==> config.mk <==
export PLATFORM = sky130hd
export DESIGN_NAME = imem_loader
export DESIGN_NICKNAME = d
export VERILOG_FILES = /design/src/rtl/imem_loader.sv
export SDC_FILE = /design/constraint.sdc
export NUM_CORES = 1
export LEC_CHECK = 0
export BUFFER_PORTS_ARGS = -buffer_cell sky130_fd_sc_hd__buf_2
export CORE_MARGIN = 2
export CORE_UTILIZATION = 45
export CTS_CLUSTER_SIZE = 40
export DETAILED_ROUTE_END_ITERATION = 12
export PLACE_DENSITY = 0.72
export REMOVE_ABC_BUFFERS = 1
export SYNTH_ARGS = -nofsm -noshare
export SYNTH_HDL_FRONTEND = slang
export SYNTH_SLANG_ARGS = --single-unit
==> constraint.sdc <==
create_clock -name clock -period 3.4 [get_ports clock]
set_clock_uncertainty 0.2 [all_clocks]
set_input_delay 0.34 -clock clock [delete_from_list [all_inputs] [get_ports clock]]
set_output_delay 0.34 -clock clock [all_outputs]
set_load 0.05 [all_outputs]
==> src/rtl/imem_loader.sv <==
// Boot-time program loader: parses SYNC/LEN/data/CSUM frames from a host byte stream,
// writes the data into instruction memory and holds the CPU core in reset until a good frame lands.
module imem_loader #(
    parameter int              DATA_W = 8,
    parameter int              ADDR_W = 8,
    parameter logic [DATA_W-1:0] SYNC = 8'hA5
) (
    input  logic              clock,
    input  logic              reset,
    input  logic              in_valid,
    input  logic [DATA_W-1:0] in_data,
    output logic              in_ready,
    output logic              imem_we,
    output logic [ADDR_W-1:0] imem_addr,
    output logic [DATA_W-1:0] imem_wdata,
    output logic              cpu_reset,
    output logic              load_done,
    output logic              load_err
);

    localparam logic [2:0] S_IDLE = 3'd0;
    localparam logic [2:0] S_LEN  = 3'd1;
    localparam logic [2:0] S_DATA = 3'd2;
    localparam logic [2:0] S_CSUM = 3'd3;
    localparam logic [2:0] S_RUN  = 3'd4;
    localparam logic [2:0] S_ERR  = 3'd5;

    logic [2:0]        state;
    logic [2:0]        state_next;
    logic [DATA_W-1:0] len;
    logic [DATA_W-1:0] sum;
    logic [ADDR_W-1:0] count;
    logic [ADDR_W-1:0] count_inc;
    logic              accept;

    // The loader never stalls the host; every offered byte is consumed.
    assign in_ready  = 1'b1;
    assign accept    = in_valid & in_ready;
    assign count_inc = count + 1'b1;

    always_comb begin
        state_next = state;
        if (accept) begin
            case (state)
                S_IDLE, S_RUN, S_ERR: begin
                    if (in_data == SYNC) state_next = S_LEN;
                end
                S_LEN: begin
                    if (in_data == '0) state_next = S_ERR;
                    else               state_next = S_DATA;
                end
                S_DATA: begin
                    if (count_inc == ADDR_W'(len)) state_next = S_CSUM;
                end
                S_CSUM: begin
                    if (in_data == sum) state_next = S_RUN;
                    else                state_next = S_ERR;
                end
                default: state_next = S_IDLE;
            endcase
        end
    end

    // Status flags are registered from the next state so they move with the state register.
    always_ff @(posedge clock or posedge reset) begin
        if (reset) begin
            state      <= S_IDLE;
            len        <= '0;
            sum        <= '0;
            count      <= '0;
            imem_we    <= 1'b0;
            imem_addr  <= '0;
            imem_wdata <= '0;
            cpu_reset  <= 1'b1;
            load_done  <= 1'b0;
            load_err   <= 1'b0;
        end else begin
            state     <= state_next;
            cpu_reset <= (state_next != S_RUN);
            load_done <= (state_next == S_RUN);
            load_err  <= (state_next == S_ERR);
            imem_we   <= 1'b0;
            if (accept) begin
                case (state)
                    S_LEN: begin
                        if (in_data != '0) begin
                            len   <= in_data;
                            count <= '0;
                            sum   <= '0;
                        end
                    end
                    S_DATA: begin
                        imem_we    <= 1'b1;
                        imem_addr  <= count;
                        imem_wdata <= in_data;
                        sum        <= sum + in_data;
                        count      <= count_inc;
                    end
                    default: ;
                endcase
            end
        end
    end

endmodule

== After elaboration in Yosys (flattened, before gate mapping) ==
Cells that the tools add are included.
Widths: inputs -> output; s select.
Word-level totals
  output and inout port bits: 21
  input bits: 11
  memories kept: 0
  memory bits (read-only): 0
  bits in latches: 0
  bits in registers: 47
  RAM bits: 0
Operators by class
  muxes and demuxes: 11
  bitwise gates (word level): 0
  reductions and logical operators: 8
  shift-type cells: 0
  multipliers: 0
  $lt $le $gt $ge: 0
  divide/modulo/power cells: 0
  add/sub/neg operators: 2
  equality and inequality tests: 12
Operators by type and width (count)
  $pmux 8 s2: 2
  $eq 8x8->1: 2
  $eq 3x3->1 const B: 4
  $mux 3: 4
  $pmux 3 s4: 1
  $add 8x1->8 const B: 1
  $add 8x8->8: 1
  $eq 8x8->1 const B: 1
  $logic_not 8->1: 1
  $mux 8: 1
  $reduce_bool 8->1: 1
  $eq 3x2->1 const B: 2
  $reduce_and 3->1: 2
  $eq 3x1->1 const B: 1
  $logic_not 3->1: 1
  $mux 1: 3
  $ne 3x3->1 const B: 1
  $reduce_or 3->1: 1
  $ne 2x2->1 const B: 1
  $reduce_and 2->1: 1
  $reduce_bool 2->1: 1

== Depth between registers and ports, before layout ==
Gate-level depths: netlist of the first run.
  depth after elaboration: 6
  gate-level depth with buffers: 7
  gate-level depth less buffers: 7

== Worst setup path before layout of the first run ==
OpenSTA, ideal clock, no wires.
  path kind: register -> register
  from: reg sum[0]
  to: reg sum[6]
  cell stages (with the launch flop): 8
  setup time: 0.127 ns
  data arrival time: 1.716 ns
  buffers on the path: 0
  path slack: 1.357 ns
  path through: dfrtp_1 > ha_1 > fa_1 > a21o_1 > a21o_1 > a21oi_1 > mux2i_1 > nand3_1
Between the ends
  longest elaborated chain between the ends: 2
Ends and longest elaborated chain
  start, declared: line 31  | logic [DATA_W-1:0] sum;
  start signal, assigned: line 96  | sum <= sum + in_data;
  $add 8x8->8: line 96
  $pmux 8 s2: line 84  | case (state)
Every way passes these cells.
A chain may end at the register's enable or synchronous reset.

== Final worst setup path of the first run ==
  from: reg count[0]
  to: reg load_done
Between the ends
  longest elaborated chain between the ends: 6
Ends and longest elaborated chain
  start, declared: line 32  | logic [ADDR_W-1:0] count;
  start signal, assigned: line 97  | count <= count_inc;
  $add 8x1->8: line 39  | assign count_inc = count + 1'b1;
  $eq 8x8->1: line 53  | if (count_inc == ADDR_W'(len)) state_next = S_CSUM;
  $mux 3: line 53
  $pmux 3 s4: line 44  | case (state)
  $mux 3: line 43  | if (accept) begin
  $eq 3x3->1: line 80  | load_done <= (state_next == S_RUN);
  end signal, assigned: line 80
  end, declared: line 17  | output logic load_done,
Every way passes these cells.

==> flow_summary.toml, run 1 <==
[outcome]
status = "complete, no violations"

[floorplan]
die_w_um = 79.04
row_count = 27
fp.dieArea_sq_um = 6247
core_region_area_sq_um = 5473
ios = 32
die_y_um = 79.04
initial_utilization = 0.4630

[logic_synthesis]
synth_edf_count = 0
synthDistinctLibCells = 51
synth_top_area_frac = 0.4543
synth_warnings = 0
async_reset_ff_frac = 1.000
ys_seq_area_frac = 0.4647
ys_top_cells_by_area = "dfrtp_1, nand2_1, mux2_4"
synth_area_per_cell_sq_um = 9.859
syn-cell-area_sq_um = 2534
postSynthRegisterBits = 47
ys.flop_type = "dfrtp_1"
synthCells = 257
synth_top_area_cell = "dfrtp_1"

[layout]
regArea_sq_um = 1177
antenna_cells = 0
areaGrowthSynthToFinish_pct = 11.75
fill_cells = 531
mostFrequentLayoutCells = "nand2_1, dfrtp_1, buf_2"
multiInputGateArea_sq_um = 1255
drive_above_1_share = 0.2113
layout.nets = 303
layout.cells.most_common = "nand2_1"
fin_area_sq_um = 2831

[route]
wl_per_cell_um = 14.53
drc_errors = 0
dr.pass1.iters = 5
drt-initial-drc-count = 107
routed_wirelength_mm = 5.173
vias = 1890
postRouteAntennaNets = 0
vias_per_cell = 5.309

[worst_setup_path]
start_kind = "flip-flop"
cp_slowest_stage_delay_ps = 470
endpoint_kind = "flip-flop"
path_class = "reg -> reg"
critPathMostFrequentCell = "and3_1"
cp.required_ps = 3400
cp_cell_sequence = "ha_1 -> and3_1 -> xnor2_1 -> a211oi_1 -> o2111ai_1 -> and3_1"
path_max_fanout = 7
worst_ep_arrival_time_ps = 2230
crit_slowest_cell = "dfrtp_1"

[power_and_ir_drop]
p_leak_nw = 1.409
ir_drop_uv = 432.2
power_density_nw_per_um2 = 853.9

[place]
place_area_sq_um = 2699
dp_hpwl_mm = 3.518
gp_congestion = 0.8399
io_buffers = 30

[clock_network]
postCtsSetupRepairBufs = 0
ctsHoldBuffers = 0
cts_resized = 0
h-tree-depth = 2
root_buffer = "clkbuf_8"
cts_buffer_depth = 2
cts_tree = "yes"
cts_sinks = 47
clk-insertion-delay-late_ps = 300
cts_buffers = 5
clkSlewWorstSetupHoldPaths_ps = 90

[timing]
fin_crit_sh = 0.6570
tns_ps = 0
maxSlewHeadroom = 0.3392
worst_pin_slew_ps = 989.7
finalSetupViolations = 0
rsz0062_at_grt = "no"
clock.fmax_mhz = 447.6
final_max_slew_viol_count = 0
hold_viol = 0
fin_crit_ps = 2234

[grt]
grt-ovfl-total = 0
grt_max_degree = 48
grt_pass1_wl_mm = 9.183
track_usage = 0.1855
grt_antenna_before_repair = 0
grt_pass1_vias = 1973

[min_path]
hold_path.class = "in -> async"

[flow_run]
maxCapViolations = 0
## cell families (layout without fill, tap and decap cells)
family	count (synthesis)	after routing	synth area share
xor+xnor	16	16	0.05531
simple gates	113	113	0.2138
compound gates	45	45	0.1259
buf+inv	17	44	0.04000
flops	47	47	0.4647
mux	9	9	0.05136
fa+ha+maj	9	9	0.04741
other cells	1	1	0.001480
## routing by layer
| layer | up-vias | part of all wire | GRT usage |
|---|---|---|---|
| met5 | - | 0 | 0 |
| met4 | 0 | 0.012 | 0.05345 |
| met3 | 8 | 0.031 | 0.03750 |
| met2 | 35 | 0.50 | 0.3119 |
| met1 | 913 | 0.46 | 0.2433 |
| li1 | 934 | - | - |
## power by group
part           internal, W  total (W)  switching, W
logic             0.000383    0.00104      0.000660
registers         0.000745   0.000886      0.000141
clock network     0.000294   0.000490      0.000196
## registers in the layout (all words and copies together), names as in the netlist
signal      count
count           8
imem_addr       8
imem_wdata      8
len             8
sum             8
state           3
cpu_reset       1
imem_we         1
load_done       1
load_err        1
## area by class of cell
class / count / area share
Clock buffer: 6 / 0.02563
Clock inverter: 2 / 0.02121
Inverter: 5 / 0.006628
Multi-Input combinational cell: 193 / 0.4432
Sequential cell: 47 / 0.4158
Tap cell: 72 / 0.03182
Timing Repair Buffer: 31 / 0.05568
## cell usage after synthesis, types with 2 or more instances
cell and number:
and3_1 5, xnor2_1 9, inv_1 3, nor3b_1 2, buf_6 3, a21oi_1 6, dfrtp_1 46, nor3_1 3
inv_2 2, clkbuf_1 3, nand3_1 8, o21ai_0 11, xor2_1 7, and2_1 3, nand2_1 62, nor2b_1 2
nand2b_1 5, nor4_2 3, nor2_1 12, o2111ai_1 2, ha_1 8, mux2_4 8, a211oi_2 2, o21ai_1 4
a21o_1 2, a22o_1 5, o31ai_1 3, buf_4 3, buf_2 3
## worst paths after layout
kind	start	to	slack (ps)	depth (start not counted)
max in group asynchronous	reset	imem_wdata[4]	2320	2
setup reg to reg	count[0]	load_done	1170	6
min in group clock	in_data[0]	imem_wdata[0]	100	3
setup / recovery	count[0]	load_done	1170	6
hold reg to reg	imem_addr[5]	imem_addr[5]	270	2
hold / removal	reset	imem_addr[6]	60	2
## critical path: cells and delay by family (launching register included)
family	cells	cell delay, ps
adder cells (fa/ha/maj)	1	300
AND/OR/NAND/NOR	2	480
flip-flops	1	470
AO/OA/AOI/OAI	2	510
XOR/XNOR	1	150
## through the flow
stage | util | setup slack (ps) | hold WS [ps] | power (W) | instances
floorplan | - | 1331 | 236.4 | 0.001704 | 245
finish | 0.5174 | 1166 | 62.73 | 0.002418 | 356
global route | 0.5174 | 1026 | 102.9 | 0.002589 | 356
CTS | 0.5174 | 1150 | 92.43 | 0.002443 | 356
global placement | 0.4931 | 1113 | 252.5 | 0.001916 | 348
detailed placement | 0.4931 | 1084 | 257.5 | 0.001946 | 348
(Power assumes the default switching activity.)
==> inputs of run 2 (changes only) <==
Settings changed: ABC_AREA from default to 1.
Clock period 3.4 ns to 2.3 ns, I/O delays scaled along.
==> run 2 against run 1 <==
  * Combinational power up 77%
  * Utilization grew 1.9 points
  * Clock power rose by 2%
  * Critical endpoint is now sum[6]
  * Hold slack got worse by 44 ps
  * Sequential power increased by 58%
  * Sequential cell count unchanged
  * Global-route usage decreased by 0.066 points
  * Largest cell class is now sequential cells
==> flow_summary.toml, run 2 <==
[grt]
track_usage = 0.1849
grt_max_degree = 28
grt-ovfl-total = 0
grt_pass1_vias = 1970
grt_pass1_wl_mm = 8.825
grt_antenna_before_repair = 0

[route]
vias_per_cell = 4.983
dr.pass1.iters = 4
routed_wirelength_mm = 5.062
postRouteAntennaNets = 0
drc_errors = 0
drt-initial-drc-count = 95
vias = 2038
wl_per_cell_um = 12.38

[logic_synthesis]
synth_area_per_cell_sq_um = 8.077
postSynthRegisterBits = 47
async_reset_ff_frac = 1.000
synth_edf_count = 0
ys.flop_type = "dfrtp_1"
syn-cell-area_sq_um = 2431
synth_top_area_frac = 0.4735
synth_warnings = 0
synth.most_common_cell = "nand2_1"
synthCells = 301
ys_top_cells_by_area = "dfrtp_1, nand2_1, o21ai_0"
ys_seq_area_frac = 0.4843
synthDistinctLibCells = 31
synth_commonest_cells = "nand2_1, dfrtp_1, inv_1, o21ai_0, nand3_1"
synth_top_area_cell = "dfrtp_1"

[timing]
tns_ps = 0
fin_crit_ps = 2126
clock.fmax_mhz = 470.4
hold_viol = 0
final_max_slew_viol_count = 0
rsz0062_at_grt = "no"
fin_crit_sh = 0.9243
holdWs_ps = 18.86
finalSetupViolations = 0

[clock_network]
cts_buffer_depth = 2
cts_buffers = 5
root_buffer = "clkbuf_8"
clkSlewWorstSetupHoldPaths_ps = 80
clk-insertion-delay-late_ps = 310
h-tree-depth = 2
cts_tree = "yes"
cts_sinks = 47

[floorplan]
fp.dieArea_sq_um = 6006
row_count = 26
initial_utilization = 0.4700
ios = 32
die_w_um = 77.50
core_region_area_sq_um = 5172
die_y_um = 77.50

[worst_setup_path]
cp.required_ps = 2330
start_kind = "flip-flop"
endpoint_kind = "flip-flop"
worst_ep_arrival_time_ps = 2150
path_class = "reg -> reg"
path_max_fanout = 2

[layout]
instances_no_fill = 409
mostFrequentLayoutCells = "nand2_1, dfrtp_1, inv_1"
antenna_cells = 0
areaGrowthSynthToFinish_pct = 14.15
drive_above_1_share = 0.1652
layout.cells.most_common = "nand2_1"
layout.nets = 358

[flow_run]
maxCapViolations = 0

[power_and_ir_drop]
ir_drop_uv = 645.0
p_leak_nw = 1.463
power_density_nw_per_um2 = 1349

[place]
io_buffers = 30
dp_hpwl_mm = 3.752
place_inst = 400
gp_congestion = 0.8285

[outcome]
status = "complete, no violations"

[min_path]
hold_path.class = "in -> reg"
[run 2: cell types whose count changed after synthesis, sizes merged, moves of 6 or more]
cell / delta
inv: +38
mux2: -8
nand2: +25
nand3: +13
nor2: +6
o21ai: +18
xnor2: -8
xor2: -6
[run 2: through the flow]
step | util | worst slack [ps] | power, W | cell area, sq um
6_report | 0.5365 | 174.2 | 0.003744 | 2775
3_3_place_gp | 0.5181 | 191.6 | 0.003203 | 2680
3_5_place_dp | 0.5181 | 69.26 | 0.003246 | 2680
4_1_cts | 0.5358 | 38.89 | 0.003746 | 2771
2_1_floorplan | - | 95.08 | 0.002803 | 2397
5_1_grt | 0.5365 | 50.84 | 0.004052 | 2775
[run 2: path summary, 6_finish.rpt]
| check | cells after the start | endpoint | slack, ps | startpoint |
|---|---|---|---|---|
| worst max-delay path | 11 | sum[6] | 170 | sum[0] |
| worst min-delay path | 3 | cpu_reset | 20 | in_valid |
| worst max register to register | 11 | sum[6] | 170 | sum[0] |
| worst min register to register | 2 | imem_wdata[4] | 290 | imem_wdata[4] |
| max in group asynchronous | 4 | imem_addr[2] | 1140 | reset |
| min in group asynchronous | 3 | load_err | 220 | reset |
[run 2: layer usage]
| metal | GRT usage | vias up | wire [um] |
|---|---|---|---|
| met2 | 0.3026 | 39 | 2370 |
| met1 | 0.2396 | 938 | 2438 |
| met4 | 0.08036 | 0 | 110 |
| met5 | 0 | - | 0 |
| met3 | 0.03488 | 10 | 143 |
| li1 | - | 1051 | - |
[run 2: logic make-up (layout without fill, tap and decap cells)]
family,Yosys count,after routing,share of synthesized area
compound gates,52,52,0.1168
simple gates,139,139,0.2512
flops,47,47,0.4843
other cells,1,1,0.001543
buf+inv,50,88,0.08029
xor+xnor,3,3,0.01647
fa+ha+maj,9,9,0.04941
[run 2: area by class of cell]
class | instances | area [sq um]
Multi-Input combinational cell | 204 | 1062
Sequential cell | 47 | 1177
Clock inverter | 1 | 5.005
Timing Repair Buffer | 37 | 205.2
Fill cell | 491 | 2397
Inverter | 43 | 161.4
Clock buffer | 7 | 76.32
Tap cell | 70 | 87.58
[run 2: timing repair]
action,CTS,global route
buffers inserted,0,0
hold buffers,1,0
endpoints found under the setup margin,0,1
gates resized for setup,0,3
hold endpoints to repair,14,0
[run 2: worst max-delay path: stages, from the launching register on]
cell and delay (ps):
dfrtp_1 390, ha_1 210, fa_1 390, nand2_1 70, inv_1 60, o21ai_2 120
a21oi_1 100, nor2_1 100, nor2_1 50, o21ai_0 160, nand2_1 70, o21ai_1 140
[run 2: power by group]
group	switching [W]	leakage, nW	internal [W]
Combinational	0.00126	0.811	0.000579
Clock	0.000286	0.0422	0.000214
Sequential	0.000230	0.609	0.00117
==> inputs of run 3 (changes only) <==
Settings changed: BUFFER_PORTS_ARGS -buffer_cell sky130_fd_sc_hd__buf_2 to default, CORE_ASPECT_RATIO from default to 0.5, DONT_BUFFER_PORTS from default to 1, PLACE_DENSITY 0.72 to 0.67.
==> run 3 against run 2 <==
  * Setup slack improved by 81 ps
  * Cell area fell by 2.2%
  * Fmax is 4.0% higher
  * Hold slack worse by 0.68 ps
  * Global-route usage up 0.93 points
  * Clock power increased by 2%
  * Critical endpoint unchanged
  * Power fell by 2.5%
  * Utilization decreased by 0.097 points
  * Largest power group is now sequential cells
  * First-iteration DRC count fell by 35%
  * Routed wire length rose by 4.7%
  * Die area up 0.60%
==> flow_summary.toml, run 3 (same netlist as run 2, synthesis figures left out) <==
[outcome]
status = "complete, no violations"

[worst_setup_path]
rr_worst_depth = 11
endpoint_kind = "flip-flop"
start_kind = "flip-flop"
path_max_fanout = 2
worst_ep_arrival_time_ps = 2090
rr_startpoint = "sum[0]"
path_class = "reg -> reg"
r2r_slack_ps = 260
regToRegEndpoint = "sum[6]"
cp.required_ps = 2350

[floorplan]
fp.dieArea_sq_um = 6042
core_region_area_sq_um = 5067
ios = 32
row_count = 18
die_w_um = 107.9
die_y_um = 55.98
initial_utilization = 0.4798

[power_and_ir_drop]
p_int_w = 0.001871
switching_power_w = 0.001780
swShare = 0.4876
p_leak_nw = 1.359
power.total_w = 0.003651
ir_drop_uv = 436.1
clkPwrFrac = 0.139
seqPwrFrac = 0.524
power_density_nw_per_um2 = 1345
power_frac_comb = 0.337

[clock_network]
cts_buffers = 5
cts_sinks = 47
clk-insertion-delay-late_ps = 310
cts_buffer_depth = 2
clkSlewWorstSetupHoldPaths_ps = 90
h-tree-depth = 2
cts_tree = "yes"
root_buffer = "clkbuf_8"

[layout]
layout.nets = 336
mostFrequentLayoutCells = "nand2_1, dfrtp_1, inv_1"
drive_above_1_share = 0.07886
layout.cells.most_common = "nand2_1"
areaGrowthSynthToFinish_pct = 11.63
antenna_cells = 0

[place]
gp_congestion = 0.8496
io_buffers = 0
dp_hpwl_mm = 3.705

[route]
postRouteAntennaNets = 0
dr.pass1.iters = 4
drc_errors = 0
vias_per_cell = 5.083
vias = 1967
routed_wirelength_mm = 5.300
wl_per_cell_um = 13.70
drt-initial-drc-count = 62

[timing]
final_max_slew_viol_count = 0
hold_viol = 0
fin_crit_ps = 2045
fin_crit_sh = 0.8890
tns_ps = 0
finalSetupViolations = 0
rsz0062_at_grt = "no"
maxSlewHeadroom = 0.6044
worst_pin_slew_ps = 593.4
clock.fmax_mhz = 489.1

[min_path]
min_delay_worst_endpoint = "sum[1]"
hold_path.class = "in -> reg"
whs_path_depth = 2
hold_start = "in_data[1]"

[flow_run]
maxCapViolations = 0

[grt]
grt-ovfl-total = 0
grt_antenna_before_repair = 0
grt_pass1_vias = 1980
grt_max_degree = 48
track_usage = 0.1942
grt_pass1_wl_mm = 9.183
[run 3: changes by cell type in the layout (fill, tap and decap cells not counted), sizes merged]
cell	change
clkinvlp	+1
clkbuf	-1
buf	-32
dlygate4sd3	+10
[run 3: how the worst max path moves through the flow]
stage,depth (start not counted),endpoint,slack (ps),start
after floorplan,7,sum[0],100,state[0]
after CTS,11,sum[6],80,sum[0]
after global placement,11,sum[6],200,sum[0]
final,11,sum[6],260,sum[0]
after global routing,11,sum[6],30,sum[0]
after detailed placement,11,sum[6],120,sum[0]
[run 3: layer usage]
metal,vias up,part of all wire,track usage
li1,1005,-,-
met1,918,0.46,0.2483
met2,36,0.47,0.3145
met3,8,0.053,0.05855
met4,0,0.017,0.06777
met5,-,0,0
[run 3: timing repair]
item                                    in CTS  in global routing
hold buffers                                11                  0
buffers inserted                             0                  0
gates resized for setup                      0                  4
hold endpoints to repair                    69                  0
endpoints found under the setup margin       0                  1
[run 3: worst max-delay path, stage by stage (launching register included)]
cell and delay (ps):
dfrtp_1 400, ha_1 220, fa_1 390, nand2_1 70
inv_1 60, o21ai_2 130, a21oi_1 90, nor2_1 90
nor2_1 60, o21ai_1 110, nand2_1 60, o21ai_1 110
[run 3: area by class of cell]
type	instances	area [sq um]
clock inverter	2	12.51
sequential	47	1177
fill	477	2354
multi-input combinational	204	1062
inverter	43	161.4
clock buffer	6	72.57
tap	70	87.58
timing repair buffer	15	140.1
[run 3: stage by stage]
step / setup slack, ps / area (sq um) / instances / hold WS [ps] / util
3_5_place_dp: 116.9 / 2515 / 368 / 113.5 / 0.4963
6_report: 255.3 / 2714 / 387 / 18.18 / 0.5356
3_3_place_gp: 204.2 / 2515 / 368 / 103.8 / 0.4963
2_1_floorplan: 95.08 / 2397 / 294 / 177.3 / -
4_1_cts: 80.58 / 2710 / 387 / 12.67 / 0.5348
5_1_grt: 31.46 / 2714 / 387 / 21.39 / 0.5356
[run 3: power by group through the flow]
stage | logic [W] | registers (W) | clock network (W)
floorplan | 0.000954 | 0.00185 | 0
global placement | 0.00114 | 0.00191 | 0
detailed placement | 0.00119 | 0.00193 | 0
CTS | 0.00122 | 0.00192 | 0.000528
global route | 0.00142 | 0.00197 | 0.000559
finish | 0.00123 | 0.00191 | 0.000509
